<file path="src/rtl/svo_stream_switch.sv">
// Frame-aligned 2:1 switch for SVO AXI video streams. A source change takes effect only at a
// frame boundary. The source that is not forwarding is drained so that it never stalls.
module svo_stream_switch #(
  parameter int unsigned DATA_W     = 18,
  parameter int unsigned HOR_PIXELS = 640,
  parameter int unsigned VER_PIXELS = 480
) (
  input  logic              clk,
  input  logic              reset,
  input  logic              sel,
  input  logic              in0_axis_tvalid,
  output logic              in0_axis_tready,
  input  logic [DATA_W-1:0] in0_axis_tdata,
  input  logic              in0_axis_tuser,
  input  logic              in1_axis_tvalid,
  output logic              in1_axis_tready,
  input  logic [DATA_W-1:0] in1_axis_tdata,
  input  logic              in1_axis_tuser,
  output logic              out_axis_tvalid,
  input  logic              out_axis_tready,
  output logic [DATA_W-1:0] out_axis_tdata,
  output logic              out_axis_tuser,
  output logic              active_src,
  output logic              switching
);

  localparam int unsigned FRAME_PIXELS = HOR_PIXELS * VER_PIXELS;
  localparam int unsigned CNT_W        = $clog2(FRAME_PIXELS + 1);
  localparam logic [CNT_W-1:0] CNT_MAX = CNT_W'(FRAME_PIXELS);

  typedef enum logic [1:0] {SYNC = 2'd0, PASS = 2'd1, DRAIN = 2'd2} state_t;

  state_t            state, state_nx;
  logic              active_nx;
  logic [CNT_W-1:0]  pix_cnt, cnt_nx;
  logic              src, cap, cur_valid, cur_user, cur_ready, fwd;
  logic [DATA_W-1:0] cur_data;

  // While hunting for a SOF the requested source is followed directly.
  assign src       = (state == SYNC) ? sel : active_src;
  assign cur_valid = src ? in1_axis_tvalid : in0_axis_tvalid;
  assign cur_user  = src ? in1_axis_tuser  : in0_axis_tuser;
  assign cur_data  = src ? in1_axis_tdata  : in0_axis_tdata;
  assign cap       = !out_axis_tvalid || out_axis_tready;

  assign in0_axis_tready = src ? 1'b1 : cur_ready;
  assign in1_axis_tready = src ? cur_ready : 1'b1;

  // Per-state acceptance and pixel counting.
  always_comb begin
    cur_ready = 1'b0;
    fwd       = 1'b0;
    cnt_nx    = pix_cnt;
    case (state)
      SYNC: begin
        cur_ready = !cur_user || cap;
        fwd       = cur_valid && cur_user && cap;
      end
      PASS: begin
        cur_ready = cap;
        fwd       = cur_valid && cap;
      end
      DRAIN: begin
        cur_ready = cap && !cur_user;
        fwd       = cur_valid && cap && !cur_user;
      end
      default: cur_ready = 1'b0;
    endcase
    if (fwd) begin
      if (cur_user) cnt_nx = CNT_W'(1);
      else if (pix_cnt != CNT_MAX) cnt_nx = pix_cnt + CNT_W'(1);
    end
  end

  // Next state; a returning sel in DRAIN outranks the end-of-frame exit.
  always_comb begin
    state_nx  = state;
    active_nx = active_src;
    case (state)
      SYNC: begin
        active_nx = sel;
        if (fwd) state_nx = PASS;
      end
      PASS: begin
        if (sel != active_src) state_nx = DRAIN;
      end
      DRAIN: begin
        if (sel == active_src) begin
          state_nx = PASS;
        end else if ((cur_valid && cur_user) || (fwd && cnt_nx == CNT_MAX)) begin
          state_nx  = SYNC;
          active_nx = sel;
        end
      end
      default: state_nx = SYNC;
    endcase
  end

  always_ff @(posedge clk or posedge reset) begin
    if (reset) begin
      state      <= SYNC;
      active_src <= 1'b0;
      pix_cnt    <= '0;
      switching  <= 1'b1;
    end else begin
      state      <= state_nx;
      active_src <= active_nx;
      pix_cnt    <= cnt_nx;
      switching  <= (state_nx != PASS);
    end
  end

  // One-deep output register.
  always_ff @(posedge clk or posedge reset) begin
    if (reset) begin
      out_axis_tvalid <= 1'b0;
      out_axis_tdata  <= '0;
      out_axis_tuser  <= 1'b0;
    end else if (fwd) begin
      out_axis_tvalid <= 1'b1;
      out_axis_tdata  <= cur_data;
      out_axis_tuser  <= cur_user;
    end else if (out_axis_tready) begin
      out_axis_tvalid <= 1'b0;
    end
  end

endmodule
</file>
<file path="config.mk">
export PLATFORM = sky130hd
export DESIGN_NAME = svo_stream_switch
export DESIGN_NICKNAME = d
export VERILOG_FILES = /design/src/rtl/svo_stream_switch.sv
export SDC_FILE = /design/constraint.sdc
export NUM_CORES = 1
export LEC_CHECK = 0
export CAP_MARGIN = 10
export CORE_MARGIN = 5
export CORE_UTILIZATION = 40
export DETAILED_ROUTE_END_ITERATION = 12
export PLACE_DENSITY_LB_ADDON = 0.05
export SLEW_MARGIN = 20
export SYNTH_ARGS = -nofsm -noshare
export SYNTH_HDL_FRONTEND = slang
export SYNTH_SLANG_ARGS = --single-unit
</file>
<file path="constraint.sdc">
create_clock -name clk -period 5.43 [get_ports clk]
set_input_delay 1.086 -clock clk [delete_from_list [all_inputs] [get_ports clk]]
set_output_delay 1.086 -clock clk [all_outputs]
set_load 0.05 [all_outputs]
</file>
==> results.cfg, run 1 <==
[outcome]
status = finished, final reports clean

[clocking]
postCtsHoldBufs = 0
cts.sinks = 43
cts_tree = built
cts_root_buf = clkbuf_8
cts_resized = 0
cts_buffer_depth = 2
cts_buffers = 5
cts_setup_buffers = 0
htreeDepth = 2
clock_latency_ns = 0.29
clk_pin_slew_worst_paths_ns = 0.09

[synth]
synth_cells = 267
synthFlopType = dfrtp_1
netlist_area_mm2 = 0.00252
async_flop_share_pct = 100
synth.distinct_cells = 54
seq_area_frac_synth_pct = 42.7
synth.avg_cell_area_um2 = 9.45
yosysWarnings = 0
synth_seq_cells = 43
synth_edf_count = 0
synth_nets = 313

[sta]
min_period_over_period_pct = 79.6
relSlewSlack_pct = 48.4
setup_viol = 0
hold_viol_final = 0
rsz0062_at_grt = false
worstMarginPinSlew_ns = 0.767
fmax_ghz = 0.231
fin_worst_skew_ns = 0.00449
fin_crit_ns = 4.32
setup_tns_ns = 0
drv_slew = 0

[final_layout]
multi_input_area_mm2 = 0.00136
fill_cells = 617
area_growth_pct = 32.9
seqCellArea_mm2 = 0.00108
drive_above_1_share_pct = 7.21
fin_util_pct = 53.7
antenna_cells = 0
fin_nets = 378
fin_area_mm2 = 0.00335

[setup_path]
worst-setup-path-type = in2out
worst_r2r_path_depth = 9
crit_top_cell = clkdlybuf4s50_1
r2r_start = state[0]$_DFF_PP0_
endpoint_kind = primary output
cpLargestDelayFamily = buffers and inverters
required_ns = 4.34
slowest_delay_ns = 0.80
critPathLaunchType = input pin
path_depth = 6
cp_num_buf_inv = 2
worst_path_max_delay_cell = clkdlybuf4s50_1
r2r_end = state[1]$_DFF_PP0_
r2r_slack_ns = 1.72
crit_fanout = 4
cp.arrival_ns = 3.24
crit_chain = clkdlybuf4s50_1, mux2_2, nor3_1, a21oi_1, nand2b_1, clkdlybuf4s50_1

[floorplanning]
pin_count = 68
start_util_pct = 40.4
core_mm2 = 0.00624
die_area_mm2 = 0.00799
die_x_um = 89.4
num_rows = 29
die_y_um = 89.4

[placement]
dp_hpwl_um = 4870
place.port_buffers = 67
gp_congestion = 0.936
placed_area_mm2 = 0.00325

[global_routing]
grt_pass1_wl_um = 10200
grt_pass1_vias = 2159
grt-ovfl-total = 0
antenna_found_initial = 0
grt_max_degree = 44
grtUsageTotal_pct = 16.5

[drt]
drc = 0
first_pass_iters = 5
antenna_left = 0
via_per_inst = 5.52
wl_per_cell_um = 15.8
vias = 2265
wirelength_um = 6480
drt-initial-drc-count = 141

[min_path]
min_to = out_axis_tdata[16]$_DFFE_PP0N_
worst_hold_path_type = reg2reg
holdPathStages = 2
worstHoldStart = out_axis_tdata[16]$_DFFE_PP0N_

[pwr]
power_leakage_nw = 1.41
seqPwrFrac_pct = 30.4
netSwitchingPower_mw = 0.824
pwr_density_cell_mw_per_mm2 = 508
p_clk_share_pct = 12.8
ir_worst_vdd_mv = 0.295
internal_power_mw = 0.878
switching_share_pct = 48.4
p_comb_share_pct = 56.8

[run]
maxCapViolCount = 0
power groups by stage:
stage | Clock [mW] | Combinational (mW) | Sequential (mW)
CTS | 0.226 | 0.975 | 0.519
floorplan | 0 | 0.429 | 0.762
global placement | 0 | 0.970 | 0.519
detailed placement | 0 | 0.975 | 0.522
global route | 0.239 | 1.04 | 0.533
finish | 0.217 | 0.968 | 0.517
layer usage:
layer | up-vias | track usage (%) | share of wire [%]
li1 | 1121 | - | -
met5 | - | 0 | 0
met4 | 0 | 6.77 | 2.1
met3 | 14 | 6.27 | 8.8
met2 | 89 | 24.4 | 45
met1 | 1041 | 21.5 | 44
per-stage QoR:
step	setup slack, ns	cells	total power, mW	hold slack (ns)
2_1_floorplan	2.00	267	1.19	0.485
3_3_place_gp	0.979	402	1.49	0.460
3_5_place_dp	0.889	402	1.50	0.470
4_1_cts	1.11	410	1.72	0.490
5_1_grt	1.04	410	1.81	0.508
6_report	1.11	410	1.70	0.482
flip-flops by register name, summed over array words and instances, names as in the netlist:
register,count
active_src,1
out_axis_tdata,18
pix_cnt,19
switching,1
out_axis_tvalid,1
out_axis_tuser,1
state,2
cells in the final DEF, fill, tap and decap left out, drive strengths merged, types with 2 or more instances in the layout:
cell,synthesis,final
mux2,5,5
o31ai,5,5
a21oi,7,7
o41ai,2,2
a22o,2,2
or4,5,5
buf,4,3
nand2b,4,4
nor2b,3,3
clkinv,0,2
nand2,36,36
xnor2,2,2
o21a,2,2
nor3b,2,2
nor4b,3,3
o21ai,32,32
mux2i,23,23
clkbuf,8,6
a211o,2,2
nor4,8,8
nand4,2,2
and3,6,6
clkdlybuf4s50,0,67
ha,2,2
dfrtp,42,42
a21o,2,2
and2,2,2
and4b,2,2
inv,7,6
a41oi,2,2
nor3,7,7
nor2,11,11
nand3,11,11
o211ai,3,3
cell usage after synthesis (all sizes together), types with 2 or more instances:
master / number / area share (%)
dfrtp: 42 / 42
nand2: 36 / 5.5
o21ai: 32 / 6.3
mux2i: 23 / 9.8
nand3: 11 / 2.2
nor2: 11 / 2.3
clkbuf: 8 / 1.2
nor4: 8 / 2.6
a21oi: 7 / 1.4
inv: 7 / 1.0
nor3: 7 / 1.4
and3: 6 / 1.5
mux2: 5 / 2.2
o31ai: 5 / 1.5
or4: 5 / 1.6
buf: 4 / 1.1
nand2b: 4 / 0.99
nor2b: 3 / 0.74
nor4b: 3 / 1.0
o211ai: 3 / 0.89
a211o: 2 / 0.69
a21o: 2 / 0.60
a22o: 2 / 0.69
a41oi: 2 / 0.69
and2: 2 / 0.50
and4b: 2 / 0.79
ha: 2 / 0.99
nand4: 2 / 0.50
nor3b: 2 / 0.60
o21a: 2 / 0.60
o41ai: 2 / 0.69
xnor2: 2 / 0.69
tightest hold or removal path, cell delays in order, from the launching register on:
cell,delay (ns)
dfrtp_1,0.35
nand2_1,0.04
o21ai_0,0.06
layout make-up:
class	count	share of cell area (%)
flip-flops and latches	43	32.1
repair buffers	70	20.7
clock inverters	2	0.485
well taps	77	2.87
multi-input cells	205	40.6
inverters	7	0.784
clock buffers	6	2.46
kinds of logic (layout without fill, tap and decap cells):
logic type	Yosys count	count (layout)	synth area share [%]
DFF	43	43	42.7
adders and majority gates	2	2	0.992
and+or+nand+nor	107	107	23.8
buffers and inverters	19	85	3.32
AOI/OAI and AO/OA	65	65	16.1
muxes	28	28	12.0
xor gates and xnor gates	3	3	1.04
worst max-delay path by stage:
stage,start,to,slack [ns]
after detailed placement,sel,state[1]$_DFF_PP0_,0.89
after global routing,sel,in1_axis_tready,1.04
after global placement,sel,state[1]$_DFF_PP0_,0.98
after CTS,sel,in1_axis_tready,1.11
after floorplan,sel,state[1]$_DFF_PP0_,2.00
final,sel,in1_axis_tready,1.11
No activity file was read; power rests on OpenSTA's default activity.
==> inputs of run 2 (changes only) <==
clock period = 3.64 ns   (was 5.43 ns; I/O delays follow)
==> results.cfg, run 2 (synthesized netlist as in run 1, its figures left out) <==
[outcome]
status = finished, final reports clean

[run]
maxCapViolCount = 0

[clocking]
cts_buffers = 5
htreeDepth = 2
cts_setup_buffers = 0
cts.sinks = 43
cts_buffer_depth = 2
clock_latency_ns = 0.30
cts_tree = built
cts_root_buf = clkbuf_8
clk_pin_slew_worst_paths_ns = 0.09
cts_resized = 0
postCtsHoldBufs = 0

[drt]
drc = 0
first_pass_iters = 6
antenna_left = 0
drt-initial-drc-count = 199
via_per_inst = 5.58
vias = 2364
wirelength_um = 6580
wl_per_cell_um = 15.5

[global_routing]
grt_pass1_vias = 2180
grt_pass1_wl_um = 10600
grt_max_degree = 29
grtUsageTotal_pct = 17.0
grt-ovfl-total = 0
antenna_found_initial = 0

[final_layout]
fin_area_mm2 = 0.00350
largest_register_ffs = 19
mostFrequentLayoutCells = clkdlybuf4s50_1 (65), dfrtp_1 (42), nand2_1 (35), o21ai_0 (29), mux2i_1 (21)
drive_above_1_share_pct = 11.5
antenna_cells = 0
mostFrequentLayoutCell = clkdlybuf4s50_1
area_growth_pct = 38.9
top_regs = pix_cnt x19, out_axis_tdata x18, state x2
fin_nets = 392
fin_util_pct = 56.1
regMostFlops = pix_cnt
fin_cells = 424

[sta]
hold_viol_final = 0
relSlewSlack_pct = 37.9
setup_slack_ns = 0.217
drv_slew = 0
setup_viol = 0
worstMarginPinSlew_ns = 0.926
min_period_over_period_pct = 94.0
fin_crit_ns = 3.42
fin_worst_skew_ns = 0.00782
fmax_ghz = 0.292
rsz0062_at_grt = false
timing.hold.ws_ns = 0.484
setup_tns_ns = 0

[floorplanning]
core_mm2 = 0.00624
num_rows = 29
die_y_um = 89.4
pin_count = 68
die_area_mm2 = 0.00799
die_x_um = 89.4
start_util_pct = 40.4

[setup_path]
cp-startpoint = pix_cnt[2]$_DFF_PP0_
crit_fanout = 8
cp.arrival_ns = 3.62
crit_top_cell = nand3_1
crit_chain = nor4b_1, nand3_1, or4_1, o211ai_1, mux2i_1, or4_4, nor4_4, nand3_1, a31o_1
required_ns = 3.84
critPathLaunchType = register
worst_path_max_delay_cell = or4_1
worst-setup-path-type = reg2reg
endpoint_kind = register
slowest_delay_ns = 0.66
r2r_start = pix_cnt[2]$_DFF_PP0_

[placement]
dp_hpwl_um = 4990
placed_cells = 416
placed_area_mm2 = 0.00337
gp_congestion = 0.925
place.port_buffers = 67
pre_cts_slack_ns = -0.0108

[pwr]
power_leakage_nw = 1.50
pwr_density_cell_mw_per_mm2 = 782
total_power_mw = 2.74
ir_worst_vdd_mv = 0.450

[min_path]
worst_hold_path_type = reg2reg
worstHoldStart = out_axis_tdata[11]$_DFFE_PP0N_
-- run 2: critical path, delay by kind of cell, from the launching register on --
kind / cells / cell delay (ns)
mux: 1 / 0.12
flops: 1 / 0.50
compound gates: 2 / 0.51
simple gates: 6 / 2.18
-- run 2: metal layers --
layer / vias up / share of wire, % / track usage (%)
met5: - / 0 / 0
met4: 0 / 1.6 / 4.47
met3: 19 / 9.8 / 6.54
met2: 119 / 45 / 26.0
met1: 1079 / 44 / 22.8
li1: 1147 / - / -
-- run 2: path summary, 6_finish.rpt --
| check | depth (start not counted) | end | slack [ns] |
|---|---|---|---|
| max reg2reg | 9 | state[1]$_DFF_PP0_ | 0.22 |
| min reg2reg | 2 | out_axis_tdata[11]$_DFFE_PP0N_ | 0.48 |
| max in group asynchronous | 3 | out_axis_tdata[3]$_DFFE_PP0N_ | 2.12 |
| min in group asynchronous | 2 | pix_cnt[13]$_DFF_PP0_ | 0.82 |
| max | 9 | state[1]$_DFF_PP0_ | 0.22 |
| min | 2 | out_axis_tdata[11]$_DFFE_PP0N_ | 0.48 |
-- run 2: cell type report --
class,instances,area [µm²]
Clock inverter,3,67.6
Clock buffer,5,68.8
Inverter,7,26.3
Multi-Input combinational cell,205,1360
Fill cell,604,2740
Tap cell,77,96.3
Sequential cell,43,1080
Timing Repair Buffer,84,806
-- run 2: power breakdown --
| part | internal, mW | total, mW | switching, mW |
|---|---|---|---|
| clock | 0.274 | 0.453 | 0.180 |
| sequential | 0.633 | 0.770 | 0.137 |
| combinational | 0.585 | 1.52 | 0.930 |
==> edit 1, RTL diff (flow settings as in run 2) <==
`DATA_W`: 18 -> 22.
--- a/src/rtl/svo_stream_switch.sv
+++ b/src/rtl/svo_stream_switch.sv
@@ -3,3 +3,3 @@
 module svo_stream_switch #(
-  parameter int unsigned DATA_W     = 18,
+  parameter int unsigned DATA_W     = 22,
   parameter int unsigned HOR_PIXELS = 640,
Ports: changed (resized in0_axis_tdata, in1_axis_tdata and out_axis_tdata); port bits go from 68 to 80. No check against the original RTL was run, so the function may have changed too.
==> edit 1 against run 2 <==
Critical path type is now in -> reg; sequential share of layout area down 0.90 points; largest cell class unchanged; wire length up 14%; clock skew down 0.0028 ns; setup slack worse by 0.036 ns; design area up 13%; area after synthesis up 10%; sequential cell count up 4; highest routed layer unchanged; critical endpoint is now active_src; total power up 8.2%.
==> edit 1: results (changes against run 2) <==
----------------------------------------------------
[Power]
  Largest vdd supply drop ... 0.000337 V (was 0.000450 V)
  Lkg Pwr ... 1.74 nW (was 1.50 nW)

[GRT]
  Maximum number of pins on one net before global-route repair ... 48 (was 29)
  Wire length of the first global-routing pass ... 12400 µm (was 10600 µm)

[Routing]
  Number of iterations in the first detailed-routing pass ... 4 (was 6)
  Met3 routed WL ... 636 µm (was 644 µm)
  Post-Route M1 WL ... 3320 µm (was 2880 µm)
  Initial DRC Count ... 132 (was 199)
  Via Count ... 2676 (was 2364)
  Met2 WL ... 3480 µm (was 2950 µm)
  Routed Wire Length ... 7510 µm (was 6580 µm)
  Post-DR wirelength/cell ... 15.5 µm (about the same)

[Outcome]
  Result of the run ... finished, final reports clean (unchanged)

[Final layout]
  Count of fill cells added during filler insertion ... 575 (was 604)
  Top flop regs ... out_axis_tdata x22, pix_cnt x19, state x2 (was pix_cnt x19, out_axis_tdata x18, state x2)
  Final net count ... 457 (was 392)
  Share of cells above drive strength 1 ... 0.124 (was 0.115)

[Placement]
  Placer's final routability congestion estimate ... 0.890 (was 0.925)
  HPWL reported at the end of detailed placement ... 5770 µm (was 4990 µm)
  Buffers added on ports ... 79 (was 67)

[Setup path]
  Worst path max stage delay ... 0.54 ns (was 0.66 ns)
  Worst-path fanout max ... 7 (was 8)
  Kind of cell adding the most delay to the critical path ... simple AND/OR/NAND/NOR gates (unchanged)
  Worst path arrival time ... 3.70 ns (was 3.62 ns)
  Master of the slowest instance on the critical path ... sky130_fd_sc_hd__clkdlybuf4s50_1 (was sky130_fd_sc_hd__or4_1)

[Yosys]
  Post-synthesis sequential area ratio ... 0.424 (was 0.427)
  Synth top area cells ... sky130_fd_sc_hd__dfrtp_1 41%, sky130_fd_sc_hd__mux2i_1 8.3%, sky130_fd_sc_hd__o21ai_0 6.5%, sky130_fd_sc_hd__nand2_1 6.0%, sky130_fd_sc_hd__a21oi_1 2.0% (was sky130_fd_sc_hd__dfrtp_1 42%, sky130_fd_sc_hd__mux2i_1 8.3%, sky130_fd_sc_hd__o21ai_0 5.8%, sky130_fd_sc_hd__nand2_1 5.2%, sky130_fd_sc_hd__nand3_1 2.2%)
  Most frequent cells after synthesis ... 46 x sky130_fd_sc_hd__dfrtp_1, 44 x sky130_fd_sc_hd__nand2_1, 36 x sky130_fd_sc_hd__o21ai_0, 23 x sky130_fd_sc_hd__mux2i_1, 14 x sky130_fd_sc_hd__nor2_1 (was 42 x sky130_fd_sc_hd__dfrtp_1, 35 x sky130_fd_sc_hd__nand2_1, 29 x sky130_fd_sc_hd__o21ai_0, 21 x sky130_fd_sc_hd__mux2i_1, 11 x sky130_fd_sc_hd__nand3_1)
  Net count after synthesis ... 361 (was 313)
  Cell count after synthesis ... 307 (was 267)

[STA]
  Tightest Pin Transition ... 0.835 ns (was 0.926 ns)
  Clock skew ... 0.00506 ns (was 0.00782 ns)

----------------------------------------------------
## edit 1: changes by cell type in the layout (fill, tap and decap cells not counted), moves of 5 or more
cell                              delta
sky130_fd_sc_hd__a31oi_1             +6
sky130_fd_sc_hd__and4_1              +5
sky130_fd_sc_hd__buf_4              +11
sky130_fd_sc_hd__clkdlybuf4s50_1    +12
sky130_fd_sc_hd__nand2_1             +9
sky130_fd_sc_hd__nand4_1             +5
sky130_fd_sc_hd__o21ai_0             +7
## edit 1: what timing repair did
action | in CTS | in global routing
buffers inserted | 0 | 0
gates resized for setup | 0 | 2
endpoints found under the setup margin | 0 | 2
## edit 1: worst paths after layout
kind                       cells after the start  slack (ns)               start                 end
hold reg to reg                                2        0.49  out_axis_tdata[21]  out_axis_tdata[21]
hold / removal                                 2        0.49  out_axis_tdata[21]  out_axis_tdata[21]
min in group asynchronous                      2        0.89               reset  out_axis_tdata[11]
setup / recovery                               9        0.18                 sel          active_src
max in group asynchronous                      2        2.25               reset          pix_cnt[9]
setup reg to reg                               9        0.39          pix_cnt[0]          active_src
## edit 1: kinds of logic after synthesis
kind of cell	share of synthesized area
compound gates	0.210
xor+xnor	0.0126
fa+ha+maj	0.00902
buf+inv	0.0469
flops	0.424
mux	0.0830
simple gates	0.214
## edit 1: metrics by stage
step / TNS (ns) / instance area (µm²)
2_1_floorplan: 0 / 2780
3_3_place_gp: -0.302 / 3820
3_5_place_dp: -0.499 / 3820
4_1_cts: 0 / 3940
5_1_grt: 0 / 3940
6_report: 0 / 3940
## edit 1: power by group
part           internal [mW]  total, mW  switching [mW]
logic                  0.671       1.73            1.06
clock network          0.223      0.403           0.180
registers              0.693      0.832           0.139
## edit 1: worst min-delay path, stage by stage (launching register included)
cell                      delay, ns
sky130_fd_sc_hd__dfrtp_1       0.35
sky130_fd_sc_hd__nand2_1       0.05
sky130_fd_sc_hd__o21ai_0       0.06
## edit 1: layout make-up
class / instances / area [µm²] / area share
sequential: 47 / 1180 / 0.299
clock buffer: 6 / 82.6 / 0.0209
multi-input combinational: 234 / 1490 / 0.378
clock inverter: 2 / 35.0 / 0.00888
inverter: 7 / 27.5 / 0.00698
timing repair buffer: 108 / 1030 / 0.261
tap: 80 / 100 / 0.0254
## edit 1: layer usage
metal,GRT usage,vias to the layer above
met1,0.230,1253
met5,0,-
met3,0.0507,7
li1,-,1332
met4,0.0525,0
met2,0.284,84
==> edit 2, RTL diff (config.mk and constraints of run 2) <==
Without the edit above. The 3 states of `state_t` get a one-hot encoding in 3 bits.
--- a/src/rtl/svo_stream_switch.sv
+++ b/src/rtl/svo_stream_switch.sv
@@ -30,3 +30,3 @@
 
-  typedef enum logic [1:0] {SYNC = 2'd0, PASS = 2'd1, DRAIN = 2'd2} state_t;
+  typedef enum logic [2:0] {SYNC = 3'b001, PASS = 3'b010, DRAIN = 3'b100} state_t;
 
Behaviour: no difference found for any inputs over 10 cycles, from zero or initial values and one cycle with reset high; not proved beyond that.
==> edit 2 against run 2 <==
Total power down 12%; largest cell class unchanged; wire length up 8.1%; setup slack better by 0.14 ns; sequential cell count up 1; hold slack worse by 0.0013 ns; synthesized cell count up 13%; design area up 4.0%; register-to-register slack better by 0.29 ns; clock power down 1%; area after synthesis up 9.4%; global-route usage down 0.41 points; maximum frequency up 4.2%.
==> edit 2: results (changes against run 2) <==
----------------------------------------------------
[Yosys]
  Compound-gate portion of the synthesized area ... 0.197 (was 0.161)
  Synthesized-area fraction occupied by xor and xnor cells ... 0.0190 (was 0.0104)
  Unique cell type count in the Yosys netlist ... 57 (was 54)
  Most frequent cells after synthesis ... 42 x sky130_fd_sc_hd__dfrtp_1, 37 x sky130_fd_sc_hd__nand2_1, 33 x sky130_fd_sc_hd__o21ai_0, 23 x sky130_fd_sc_hd__mux2i_1, 22 x sky130_fd_sc_hd__nor2_1 (was 42 x sky130_fd_sc_hd__dfrtp_1, 35 x sky130_fd_sc_hd__nand2_1, 29 x sky130_fd_sc_hd__o21ai_0, 21 x sky130_fd_sc_hd__mux2i_1, 11 x sky130_fd_sc_hd__nand3_1)
  Cell count after synthesis ... 303 (was 267)
  Synth top area cells ... sky130_fd_sc_hd__dfrtp_1 38%, sky130_fd_sc_hd__mux2i_1 8.3%, sky130_fd_sc_hd__o21ai_0 6.0%, sky130_fd_sc_hd__nand2_1 5.0%, sky130_fd_sc_hd__o31ai_1 3.3% (was sky130_fd_sc_hd__dfrtp_1 42%, sky130_fd_sc_hd__mux2i_1 8.3%, sky130_fd_sc_hd__o21ai_0 5.8%, sky130_fd_sc_hd__nand2_1 5.2%, sky130_fd_sc_hd__nand3_1 2.2%)

[Setup path]
  Master of the slowest instance on the critical path ... sky130_fd_sc_hd__clkdlybuf4s50_1 (was sky130_fd_sc_hd__or4_1)
  Worst path max stage delay ... 0.51 ns (was 0.66 ns)
  Worst-path fanout max ... 5 (was 8)

[Placement]
  Post-Place Setup Slack ... 0.0120 ns (was -0.0108 ns)
  HPWL reported at the end of detailed placement ... 5230 µm (was 4990 µm)
  Post-detailed-placement cell area ... 0.00351 mm² (was 0.00337 mm²)
  Placer's final routability congestion estimate ... 0.920 (was 0.925)

[Routing]
  Post-DR wirelength/cell ... 15.9 µm (was 15.5 µm)
  Number of iterations in the first detailed-routing pass ... 4 (was 6)
  Initial DRC Count ... 147 (was 199)
  Met3 routed WL ... 730 µm (was 644 µm)
  Post-Route M1 WL ... 3300 µm (was 2880 µm)

[GRT]
  Met2 Track Usage GR ... 0.235 (was 0.260)
  Vias in the first global route ... 2310 (was 2180)
  Met3 global-route usage ... 0.0628 (was 0.0654)
  Overall track demand over capacity in global routing ... 0.166 (was 0.170)

[Final layout]
  Top flop regs ... pix_cnt x19, out_axis_tdata x18, state x3 (was pix_cnt x19, out_axis_tdata x18, state x2)
  Share of cells above drive strength 1 ... 0.0954 (was 0.115)
  Count of fill cells added during filler insertion ... 648 (was 604)
  Final standard cell count with taps included and fillers excluded ... 447 (was 424)
  Area used by multi-input combinational logic ... 0.00153 mm² (was 0.00136 mm²)

[Power]
  Part of the total power dissipated in sequential elements ... 0.312 (was 0.281)
  Sequential logic power ... 0.753 mW (was 0.770 mW)

[Outcome]
  Result of the run ... finished, final reports clean (unchanged)

[STA]
  Worst slew margin ... 0.364 (was 0.379)

----------------------------------------------------
-- edit 2: cell types whose count changed after synthesis, sizes merged, moves of 3 or more --
cell / run 2 / this run
nor2: 11 / 22
o31ai: 5 / 12
a31oi: 1 / 6
buf: 4 / 9
mux2: 5 / 1
or4: 5 / 1
and3: 6 / 3
inv: 7 / 10
-- edit 2: worst register-to-register path, cell delays in order, from the launching register on --
cell and delay (ns):
sky130_fd_sc_hd__dfstp_2 0.60, sky130_fd_sc_hd__nor3b_4 0.32, sky130_fd_sc_hd__mux2i_4 0.34, sky130_fd_sc_hd__mux2_2 0.31, sky130_fd_sc_hd__nand2_1 0.21, sky130_fd_sc_hd__o21ai_0 0.41, sky130_fd_sc_hd__o2111a_1 0.26, sky130_fd_sc_hd__nand4b_1 0.18
sky130_fd_sc_hd__and4b_1 0.27, sky130_fd_sc_hd__nor3_2 0.16
-- edit 2: cell type report --
| cell class | count | area share |
|---|---|---|
| Multi-Input combinational cell | 230 | 0.421 |
| Sequential cell | 44 | 0.303 |
| Timing Repair Buffer | 75 | 0.203 |
| Tap cell | 80 | 0.0275 |
| Clock buffer | 6 | 0.0199 |
| Clock inverter | 2 | 0.0165 |
| Inverter | 10 | 0.0103 |
-- edit 2: final timing paths --
kind / startpoint / to / slack [ns] / cells past startpoint
worst min register to register: out_axis_tdata[10] / out_axis_tdata[10] / 0.48 / 2
worst max-delay path: sel / active_src / 0.36 / 11
worst max register to register: state[0] / active_src / 0.51 / 9
max in group asynchronous: reset / pix_cnt[1] / 2.06 / 2
worst min-delay path: out_axis_tdata[10] / out_axis_tdata[10] / 0.48 / 2
min in group asynchronous: reset / out_axis_tdata[14] / 0.96 / 2
-- edit 2: what timing repair did --
item | 4_1_cts | 5_1_grt
resized for setup | 0 | 1
setup endpoints to repair | 0 | 1
hold buffers | 0 | 0
